## src/rtl/multicycle_control.sv

```systemverilog
// Multicycle MIPS-style control unit: state register with bounded memory-wait
// supervision, sticky error flags and state-decoded datapath controls.
module multicycle_control #(
    parameter int unsigned MEM_TIMEOUT = 15
) (
    input  logic       clk,
    input  logic       reset,
    input  logic [5:0] Opcode,
    input  logic       Zero,
    input  logic       mem_ready,
    output logic       PCWrite,
    output logic       IRWrite,
    output logic       MemRead,
    output logic       MemWrite,
    output logic       IorD,
    output logic       RegWrite,
    output logic       ALUSrcA,
    output logic [1:0] ALUSrcB,
    output logic [1:0] PCSource,
    output logic [1:0] RegDst,
    output logic [1:0] MemtoReg,
    output logic [2:0] ALUOp,
    output logic [3:0] State,
    output logic       instr_done,
    output logic       illegal_op,
    output logic       mem_error
);

    typedef enum logic [3:0] {
        S_FETCH     = 4'd0,
        S_DECODE    = 4'd1,
        S_MEM_ADDR  = 4'd2,
        S_MEM_READ  = 4'd3,
        S_MEM_WB    = 4'd4,
        S_MEM_WRITE = 4'd5,
        S_R_EXEC    = 4'd6,
        S_R_WB      = 4'd7,
        S_BRANCH    = 4'd8,
        S_I_EXEC    = 4'd9,
        S_I_WB      = 4'd10,
        S_JUMP      = 4'd11,
        S_HALT      = 4'd15
    } state_t;

    localparam logic [5:0] OP_RTYPE = 6'h00;
    localparam logic [5:0] OP_J     = 6'h02;
    localparam logic [5:0] OP_JAL   = 6'h03;
    localparam logic [5:0] OP_BEQ   = 6'h04;
    localparam logic [5:0] OP_BNE   = 6'h05;
    localparam logic [5:0] OP_ADDI  = 6'h08;
    localparam logic [5:0] OP_ANDI  = 6'h0C;
    localparam logic [5:0] OP_ORI   = 6'h0D;
    localparam logic [5:0] OP_LUI   = 6'h0F;
    localparam logic [5:0] OP_LW    = 6'h23;
    localparam logic [5:0] OP_SW    = 6'h2B;

    localparam int                CNT_W     = (MEM_TIMEOUT < 2) ? 1 : $clog2(MEM_TIMEOUT + 1);
    localparam logic [CNT_W-1:0] TIMEOUT_C = CNT_W'(MEM_TIMEOUT);

    state_t           r_state;
    state_t           w_next;
    logic [CNT_W-1:0] r_wait;
    logic             r_illegal;
    logic             r_mem_err;
    logic             w_waiting;
    logic             w_timeout;
    logic             w_illegal;

    // The counter holds the number of mem_ready-low cycles already spent in
    // the current access, so a low in the cycle it equals MEM_TIMEOUT aborts.
    assign w_waiting = (r_state == S_FETCH) || (r_state == S_MEM_READ) || (r_state == S_MEM_WRITE);
    assign w_timeout = (MEM_TIMEOUT != 0) && w_waiting && !mem_ready && (r_wait == TIMEOUT_C);

    always_comb begin
        // NOTE: every always_comb output gets a default first so no path can infer a latch.
        w_next    = r_state;
        w_illegal = 1'b0;
        case (r_state)
            S_FETCH:     if (mem_ready) w_next = S_DECODE;
            S_DECODE: begin
                case (Opcode)
                    OP_RTYPE:                          w_next = S_R_EXEC;
                    OP_LW, OP_SW:                      w_next = S_MEM_ADDR;
                    OP_BEQ, OP_BNE:                    w_next = S_BRANCH;
                    OP_ADDI, OP_ANDI, OP_ORI, OP_LUI:  w_next = S_I_EXEC;
                    OP_J, OP_JAL:                      w_next = S_JUMP;
                    default: begin
                        w_next    = S_HALT;
                        w_illegal = 1'b1;
                    end
                endcase
            end
            S_MEM_ADDR:  w_next = (Opcode == OP_LW) ? S_MEM_READ : S_MEM_WRITE;
            S_MEM_READ:  if (mem_ready) w_next = S_MEM_WB;
            S_MEM_WRITE: if (mem_ready) w_next = S_FETCH;
            S_R_EXEC:    w_next = S_R_WB;
            S_I_EXEC:    w_next = S_I_WB;
            S_MEM_WB, S_R_WB, S_BRANCH, S_I_WB, S_JUMP: w_next = S_FETCH;
            S_HALT:      w_next = S_HALT;
            default:     w_next = S_HALT;
        endcase
        if (w_timeout) w_next = S_HALT;
    end

    always_ff @(posedge clk or posedge reset) begin
        if (reset) begin
            r_state   <= S_FETCH;
            r_wait    <= '0;
            r_illegal <= 1'b0;
            r_mem_err <= 1'b0;
        end else begin
            // NOTE: sequential state uses non-blocking assignments so every register samples pre-edge values.
            r_state <= w_next;
            if (w_next != r_state)
                r_wait <= '0;
            else if (w_waiting && !mem_ready)
                r_wait <= r_wait + CNT_W'(1);
            if (w_illegal) r_illegal <= 1'b1;
            if (w_timeout) r_mem_err <= 1'b1;
        end
    end

    always_comb begin
        PCWrite    = 1'b0;
        IRWrite    = 1'b0;
        MemRead    = 1'b0;
        MemWrite   = 1'b0;
        IorD       = 1'b0;
        RegWrite   = 1'b0;
        ALUSrcA    = 1'b0;
        ALUSrcB    = 2'b00;
        PCSource   = 2'b00;
        RegDst     = 2'b00;
        MemtoReg   = 2'b00;
        ALUOp      = 3'b000;
        instr_done = 1'b0;
        case (r_state)
            S_FETCH: begin
                MemRead = 1'b1;
                ALUSrcB = 2'b01;
                IRWrite = mem_ready;
                PCWrite = mem_ready;
            end
            S_DECODE:    ALUSrcB = 2'b11;
            S_MEM_ADDR: begin
                ALUSrcA = 1'b1;
                ALUSrcB = 2'b10;
            end
            S_MEM_READ: begin
                MemRead = 1'b1;
                IorD    = 1'b1;
            end
            S_MEM_WB: begin
                RegWrite   = 1'b1;
                MemtoReg   = 2'b01;
                instr_done = 1'b1;
            end
            S_MEM_WRITE: begin
                MemWrite   = 1'b1;
                IorD       = 1'b1;
                instr_done = mem_ready;
            end
            S_R_EXEC: begin
                ALUSrcA = 1'b1;
                ALUOp   = 3'b111;
            end
            S_R_WB: begin
                RegWrite   = 1'b1;
                RegDst     = 2'b01;
                instr_done = 1'b1;
            end
            S_BRANCH: begin
                ALUSrcA    = 1'b1;
                ALUOp      = 3'b001;
                PCSource   = 2'b01;
                PCWrite    = ((Opcode == OP_BEQ) && Zero) || ((Opcode == OP_BNE) && !Zero);
                instr_done = 1'b1;
            end
            S_I_EXEC: begin
                ALUSrcA = 1'b1;
                ALUSrcB = 2'b10;
                case (Opcode)
                    OP_ANDI: ALUOp = 3'b011;
                    OP_ORI:  ALUOp = 3'b010;
                    OP_LUI:  ALUOp = 3'b100;
                    default: ALUOp = 3'b000;
                endcase
            end
            S_I_WB: begin
                RegWrite   = 1'b1;
                instr_done = 1'b1;
            end
            S_JUMP: begin
                PCWrite    = 1'b1;
                PCSource   = 2'b10;
                instr_done = 1'b1;
                if (Opcode == OP_JAL) begin
                    RegWrite = 1'b1;
                    RegDst   = 2'b10;
                    MemtoReg = 2'b10;
                end
            end
            default: ;
        endcase
    end

    assign State      = r_state;
    assign illegal_op = r_illegal;
    assign mem_error  = r_mem_err;

endmodule

```

## config.mk

```make
export PLATFORM = sky130hd
export DESIGN_NAME = multicycle_control
export DESIGN_NICKNAME = d
export VERILOG_FILES = /design/src/rtl/multicycle_control.sv
export SDC_FILE = /design/constraint.sdc
export NUM_CORES = 1
export LEC_CHECK = 0
export ABC_CLOCK_PERIOD_IN_PS = 1780
export CORE_MARGIN = 3
export CORE_UTILIZATION = 43
export DETAILED_ROUTE_END_ITERATION = 8
export GPL_TIMING_DRIVEN = 0
export PLACE_DENSITY = 0.81
export SLEW_MARGIN = 10
export SYNTH_ARGS = -nofsm -noshare
export SYNTH_HDL_FRONTEND = slang
export SYNTH_SLANG_ARGS = --single-unit
```

## constraint.sdc

```tcl
create_clock -name clk -period 1.78 [get_ports clk]
set_clock_uncertainty 0.1 [all_clocks]
set_input_delay 0.356 -clock clk [delete_from_list [all_inputs] [get_ports clk]]
set_output_delay 0.356 -clock clk [all_outputs]
set_load 0.03 [all_outputs]
```

==> results.toml, run 1 <==
[outcome]
status = "aborted with a tool error"
lastStage = "global routing"
first-error = "[ERROR DPL-0033] detailed placement checks failed during check placement."

[clock_tree]
cts_root_buffer = "clkbuf_4"
htree_levels = 1
clockBufferDepth = 2
numClockSinks = 10
ctsHoldBuffers = 0
cts_buffers = 3

[placement]
io_buffers = 31
dpl.hpwl_mm = 2.80
place_ws_ps = -1240
place_area_um2 = 1710
gp_congestion = 0.878

[die]
fp-row-count = 18
ios = 35
initial_core_util_pct = 46.1
die_w_um = 58.2
die_y_um = 58.2

[synth]
syn-num-nets = 172
synth_ff_type = "dfrtp_1"
synth_area_per_cell_um2 = 7.28
seq_area_frac_synth_pct = 21.3
synthesis.instances = 161
synth.distinct_cells = 48
synth_edf_count = 0
synth_area_um2 = 1170
async_reset_ff_share_pct = 100
ys_ff_latch = 10
yosysWarnings = 0

[grt]
grt_max_degree = 11
antenna_found_initial = 0

[sta]
grt-worst-endpoint = "RegWrite"
worst-ep-kind = "top-level output"
[logic make-up after synthesis]
| logic type | Yosys count | share of synthesized area, % |
|---|---|---|
| AND/OR/NAND/NOR | 76 | 35.1 |
| AO/OA/AOI/OAI | 43 | 23.7 |
| buffers and inverters | 21 | 10.1 |
| flip-flops | 10 | 21.3 |
| XOR/XNOR | 6 | 5.12 |
| multiplexers | 4 | 3.52 |
| adder cells (fa/ha/maj) | 1 | 1.07 |
[per-stage QoR]
step,util [%],cells
detailed placement,67.2,222
CTS,84.2,249
floorplan,-,161
global placement,67.2,222
[cells in the mapped netlist (2+ instances only)]
library cell / n / area share, %
a31o_2: 2 / 1.5
xnor2_1: 3 / 2.2
nand4_1: 2 / 1.1
nor2b_1: 4 / 2.1
dfrtp_1: 10 / 21
xor2_1: 2 / 1.5
clkbuf_1: 2 / 0.64
o21ai_1: 2 / 0.85
nand2b_1: 5 / 2.7
o21ai_0: 11 / 4.7
nand2_1: 13 / 4.2
nor3_1: 10 / 4.3
and3_1: 2 / 1.1
buf_6: 2 / 1.9
nor2_1: 19 / 6.1
buf_4: 5 / 3.2
and2_1: 3 / 1.6
o211ai_1: 3 / 1.9
mux2i_1: 3 / 2.6
nor4_1: 5 / 2.7
buf_2: 5 / 2.1
nor4b_1: 2 / 1.5
inv_1: 7 / 2.2
nand3_1: 2 / 0.85
o22ai_1: 3 / 1.6
a21oi_1: 9 / 3.8
a31oi_1: 4 / 2.1
[repair_timing]
item	4_1_cts
setup endpoints to repair	29
setup buffers	23
pin swaps	14
resized for setup	179
hold endpoints to repair	0
==> run 2: changes to the inputs <==
--- a/config.mk
+++ b/config.mk
@@ -5,12 +5,12 @@
 export SDC_FILE = /design/constraint.sdc
 export NUM_CORES = 1
 export LEC_CHECK = 0
-export ABC_CLOCK_PERIOD_IN_PS = 1780
-export CORE_MARGIN = 3
-export CORE_UTILIZATION = 43
+export ABC_CLOCK_PERIOD_IN_PS = 2310
+export CORE_AREA = 3 3 64 66
 export DETAILED_ROUTE_END_ITERATION = 8
+export DIE_AREA = 0 0 67 69
 export GPL_TIMING_DRIVEN = 0
-export PLACE_DENSITY = 0.81
+export PLACE_DENSITY_LB_ADDON = 0.15
 export SLEW_MARGIN = 10
 export SYNTH_ARGS = -nofsm -noshare
 export SYNTH_HDL_FRONTEND = slang
==> constraint.sdc (replaced) <==
create_clock -name clk -period 2.31 [get_ports clk]
set_clock_uncertainty 0.1 [all_clocks]
set_input_delay 0.462 -clock clk [delete_from_list [all_inputs] [get_ports clk]]
set_output_delay 0.462 -clock clk [all_outputs]
set_load 0.03 [all_outputs]
==> run 2 against run 1 <==
Net effect: the flow now finishes, with violations (setup timing); synthesized cell count did not move; area after synthesis did not move.
==> results.toml, run 2 <==
[outcome]
status = "complete, but fails checks"
failed_checks = "setup timing"

[grt]
overflow = 0
grt_max_degree = 11
grt_pass1_vias = 1300
track_usage_pct = 16.6
antenna_found_initial = 0
grt_pass1_wl_mm = 6.13

[synth]
synth_common_cells = "nor2_1, nand2_1, o21ai_0"
async_reset_ff_share_pct = 100
synthesis.instances = 161
syn-num-nets = 172
synth_area_um2 = 1170
synth_area_per_cell_um2 = 7.28
synth.top_cells.by_area = "dfrtp_1, nor2_1, o21ai_0"
synth_largest_area_cell = "dfrtp_1"
synth.distinct_cells = 48
synth_edf_count = 0
ys_ff_latch = 10
synthDominantCellAreaShare_pct = 21.3
yosysMostFrequentCell = "nor2_1"
yosysWarnings = 0
synth_ff_type = "dfrtp_1"
seq_area_frac_synth_pct = 21.3

[power]
power_leakage_nw = 0.739
finalPower_w = 0.00245
power_density_nw_per_um2 = 1430
ir_worst_vdd_mv = 0.645

[min_path]
min_path_type = "flop to flop"
hp-start = "illegal_op"

[sta]
drv_slew = 0
fin_crit_sh_pct = 102
worstMarginPinSlew_ps = 846
hold_viol = 0
max_freq_ghz = 0.423
setup_slack_ps = -51.5
setup_violations = 2
fin_crit_ps = 2360
slew_headroom_pct = 42.8
rsz0062_at_grt = "true"

[finish]
fin_util_pct = 47.2
filler_cell_count = 379
mostFrequentLayoutCell = "nor2_1"
ff_latch_area_um2 = 253
multi_input_area_um2 = 887
nNetsFinal = 214
drive_above_1_share_pct = 30.7
layout_common_cells = "nor2_1, nand2_1, buf_4"
area_delta_synth_final_pct = 46.3
antennaDiodeCount = 0

[route]
drtIter0Drc = 62
drt_wl_total_mm = 3.68
via_per_inst = 5.47
drc = 0
firstDrtPassIters = 4
vias = 1367
detail_route.wl_per_cell_um = 14.7
antenna_left = 0

[placement]
gp_congestion = 0.849
io_buffers = 31
place_ws_ps = -883
dpl.hpwl_mm = 2.72

[clock_tree]
clkTransAtPathRegs_ps = 50
ctsHoldBuffers = 0
numClockSinks = 10
htree_levels = 1
cts_tree = "done"
clock_latency_ps = 240
clockBufferDepth = 2
cts_root_buffer = "clkbuf_8"
cts_buffers = 3

[setup_path]
slowest_delay_ps = 540
path_max_fanout = 4
worstPathRequired_ps = 1750
path_cells = "nand2b_4, nor3_4, or4b_4, a21oi_4, buf_6"
cp-startpoint = "State[2]"
crit_family = "simple AND/OR/NAND/NOR gates"
cp.buffers_inverters = 1
critPathKind = "flop to primary output"
critPathCaptureType = "primary output"
rr_startpoint = "State[2]"
cp_slowest_cell = "or4b_4"
critical_path_arrival_ps = 1800
critPathLaunchType = "flop"

[die]
die_w_um = 67
die_y_um = 69
ios = 35
fp-row-count = 22
coreArea_um2 = 3630
die-area_um2 = 4620
initial_core_util_pct = 32.3

[run]
cap_violations = 0
-- run 2: cell counts after synthesis --
Identical to the previous run, type by type.
-- run 2: stage by stage --
| step | std cells | cell area (um^2) | setup TNS [ps] | hold slack, ps |
|---|---|---|---|---|
| 6_report | 250 | 1720 | -56.7 | 369 |
| 3_3_place_gp | 240 | 1600 | -6310 | 352 |
| 5_1_grt | 250 | 1720 | -295 | 407 |
| 4_1_cts | 250 | 1700 | -558 | 378 |
| 2_1_floorplan | 161 | 1230 | 0 | 202 |
| 3_5_place_dp | 240 | 1600 | -6930 | 361 |
-- run 2: cell families after synthesis --
group	synth area share (%)
xor+xnor	5.12
mux	3.52
buf+inv	10.1
flops	21.3
simple gates	35.1
fa+ha+maj	1.07
compound gates	23.7
-- run 2: routing by layer --
layer / vias to the layer above / global-route usage, % / part of all wire [%]
met2: 46 / 26.7 / 48
li1: 661 / - / -
met3: 6 / 2.28 / 5.2
met4: 0 / 3.60 / 0.82
met5: - / 0 / 0
met1: 654 / 23.2 / 46
-- run 2: worst paths after layout --
kind                       depth (start not counted)  slack (ps)          to
min in group asynchronous                          2         400   r_wait[1]
hold / removal                                     1         370  illegal_op
max in group asynchronous                          2        1420    State[3]
setup reg to reg                                   7         100   r_wait[3]
setup / recovery                                   5         -50    RegWrite
hold reg to reg                                    1         370  illegal_op
-- run 2: what timing repair did --
item	CTS	global route
resized for setup	68	25
pin swaps	4	5
endpoints found under the hold margin	0	0
setup buffers	6	1
setup endpoints to repair	23	17
-- run 2: power by group --
part	switching (W)	internal [W]	total (W)	leakage, nW
Clock	0.0000695	0.000150	0.000219	0.0288
Combinational	0.00121	0.000750	0.00196	0.587
Sequential	0.0000418	0.000229	0.000271	0.124
-- run 2: area by class of cell --
class,count,area share [%]
Timing Repair Buffer,38,19.0
Inverter,7,1.53
Tap cell,48,3.50
Sequential cell,10,14.7
Clock buffer,4,3.21
Multi-Input combinational cell,130,51.7
Buffer,13,6.35
(Power assumes the default switching activity.)
==> run 3: changes to the inputs <==
--- a/config.mk
+++ b/config.mk
@@ -7,6 +7,7 @@
 export LEC_CHECK = 0
 export ABC_CLOCK_PERIOD_IN_PS = 2310
 export CORE_AREA = 3 3 64 66
+export CTS_BUF_LIST = sky130_fd_sc_hd__clkbuf_16
 export DETAILED_ROUTE_END_ITERATION = 8
 export DIE_AREA = 0 0 67 69
 export GPL_TIMING_DRIVEN = 0
==> run 3 against run 2 <==
Net effect: the run still ends with setup timing left; first-iteration DRC count grew 50%; combinational power is essentially flat; non-clock buffer count grew 1; setup slack gained 8.5 ps; power grew 4.2%; design area grew 1.8%; core utilization grew 0.86 points; via count grew 2.3%; clock-buffer cell count shrank 1; critical path type unchanged; critical endpoint unchanged.
==> results.toml, run 3 (synthesis gave the netlist of run 2 again) <==
[grt]
grt_pass1_vias = 1310
grt_max_degree = 11
track_usage_pct = 17.0
overflow = 0
grt_pass1_wl_mm = 6.22
antenna_found_initial = 0

[clock_tree]
clock_latency_ps = 240
htree_levels = 1
cts_buffers = 3
numClockSinks = 10
clockBufferDepth = 2
cts_root_buffer = "clkbuf_16"
cts_tree = "done"
clkTransAtPathRegs_ps = 40

[route]
firstDrtPassIters = 4
drc = 0
drt_wl_total_mm = 3.73
drtIter0Drc = 93
vias = 1399
antenna_left = 0
detail_route.wl_per_cell_um = 14.9
via_per_inst = 5.57

[outcome]
failed_checks = "setup timing"
status = "complete, but fails checks"

[power]
ir_worst_vdd_mv = 0.652
power_density_nw_per_um2 = 1460
power_leakage_nw = 0.753

[setup_path]
critPathCaptureType = "primary output"
rr_startpoint = "State[2]"
critical_path_arrival_ps = 1790
r2r_slack_ps = 130
worstPathRequired_ps = 1750
path_max_fanout = 4
cp-startpoint = "State[2]"
critPathLaunchType = "flop"
critPathKind = "flop to primary output"

[finish]
area_delta_synth_final_pct = 49.0
antennaDiodeCount = 0
nNetsFinal = 215
ff_latch_area_um2 = 253
final_area_um2 = 1750
filler_cell_count = 372
multi_input_area_um2 = 887
mostFrequentLayoutCell = "nor2_1"
layout_common_cells = "nor2_1, buf_4, nand2_1"
drive_above_1_share_pct = 30.5

[die]
initial_core_util_pct = 32.3
die_w_um = 67
ios = 35
fp-row-count = 22
die_y_um = 69
die-area_um2 = 4620
coreArea_um2 = 3630

[sta]
max_freq_ghz = 0.425
worstMarginPinSlew_ps = 855
fin_crit_sh_pct = 102
fin_crit_ps = 2350
setup_slack_ps = -43.0
fin_tns_setup_ps = -43.0
rsz0062_at_grt = "true"
drv_slew = 0
slew_headroom_pct = 42.2
hold_viol = 0
setup_violations = 1

[placement]
io_buffers = 31
place_ws_ps = -883
dpl.hpwl_mm = 2.72
place_area_um2 = 1600
gp_congestion = 0.849

[min_path]
min_path_type = "flop to flop"
hp-start = "illegal_op"

[run]
cap_violations = 0
run 3: metrics by stage:
step | total power (W) | util (%) | hold WS, ps | instances
after floorplan | 0.00157 | - | 202 | 161
after global placement | 0.00214 | 43.9 | 352 | 240
after detailed placement | 0.00215 | 43.9 | 361 | 240
after CTS | 0.00249 | 47.3 | 376 | 250
after global routing | 0.00273 | 48.1 | 405 | 251
final | 0.00255 | 48.1 | 368 | 251
run 3: worst paths after layout:
check,cells past startpoint,endpoint
setup / recovery,5,RegWrite
hold / removal,1,illegal_op
setup reg to reg,7,r_wait[3]
hold reg to reg,1,illegal_op
max in group asynchronous,2,State[2]
min in group asynchronous,2,r_wait[1]
run 3: cell type report:
cell class                      instances  share of cell area, %
Buffer                                 13                   6.23
Clock buffer                            3                   4.30
Clock inverter                          1                  0.215
Inverter                                7                   1.50
Multi-Input combinational cell        130                   50.8
Sequential cell                        10                   14.5
Tap cell                               48                   3.44
Timing Repair Buffer                   39                   19.1
run 3: where the power goes:
part	total [W]	leakage, nW	internal, W	switching, W
Sequential	0.000271	0.124	0.000229	0.0000423
Clock	0.000312	0.0385	0.000227	0.0000852
Combinational	0.00197	0.591	0.000758	0.00121
run 3: repair_timing:
action,CTS,global route
pin swaps,4,6
gates resized for setup,68,25
hold buffers,0,0
setup buffers,6,2
endpoints found under the setup margin,23,17
run 3: critical path, stage by stage (launching register included):
cell,delay (ps)
dfrtp_2,420
nand2b_4,170
nor3_4,110
or4b_4,540
a21oi_4,170
buf_6,140
run 3: per-layer routing:
metal	part of all wire, %	vias up	global-route usage (%)
met3	5.8	5	2.28
met1	45	670	23.4
met5	0	-	0
met4	1.1	0	4.28
met2	48	57	27.4
li1	-	667	-
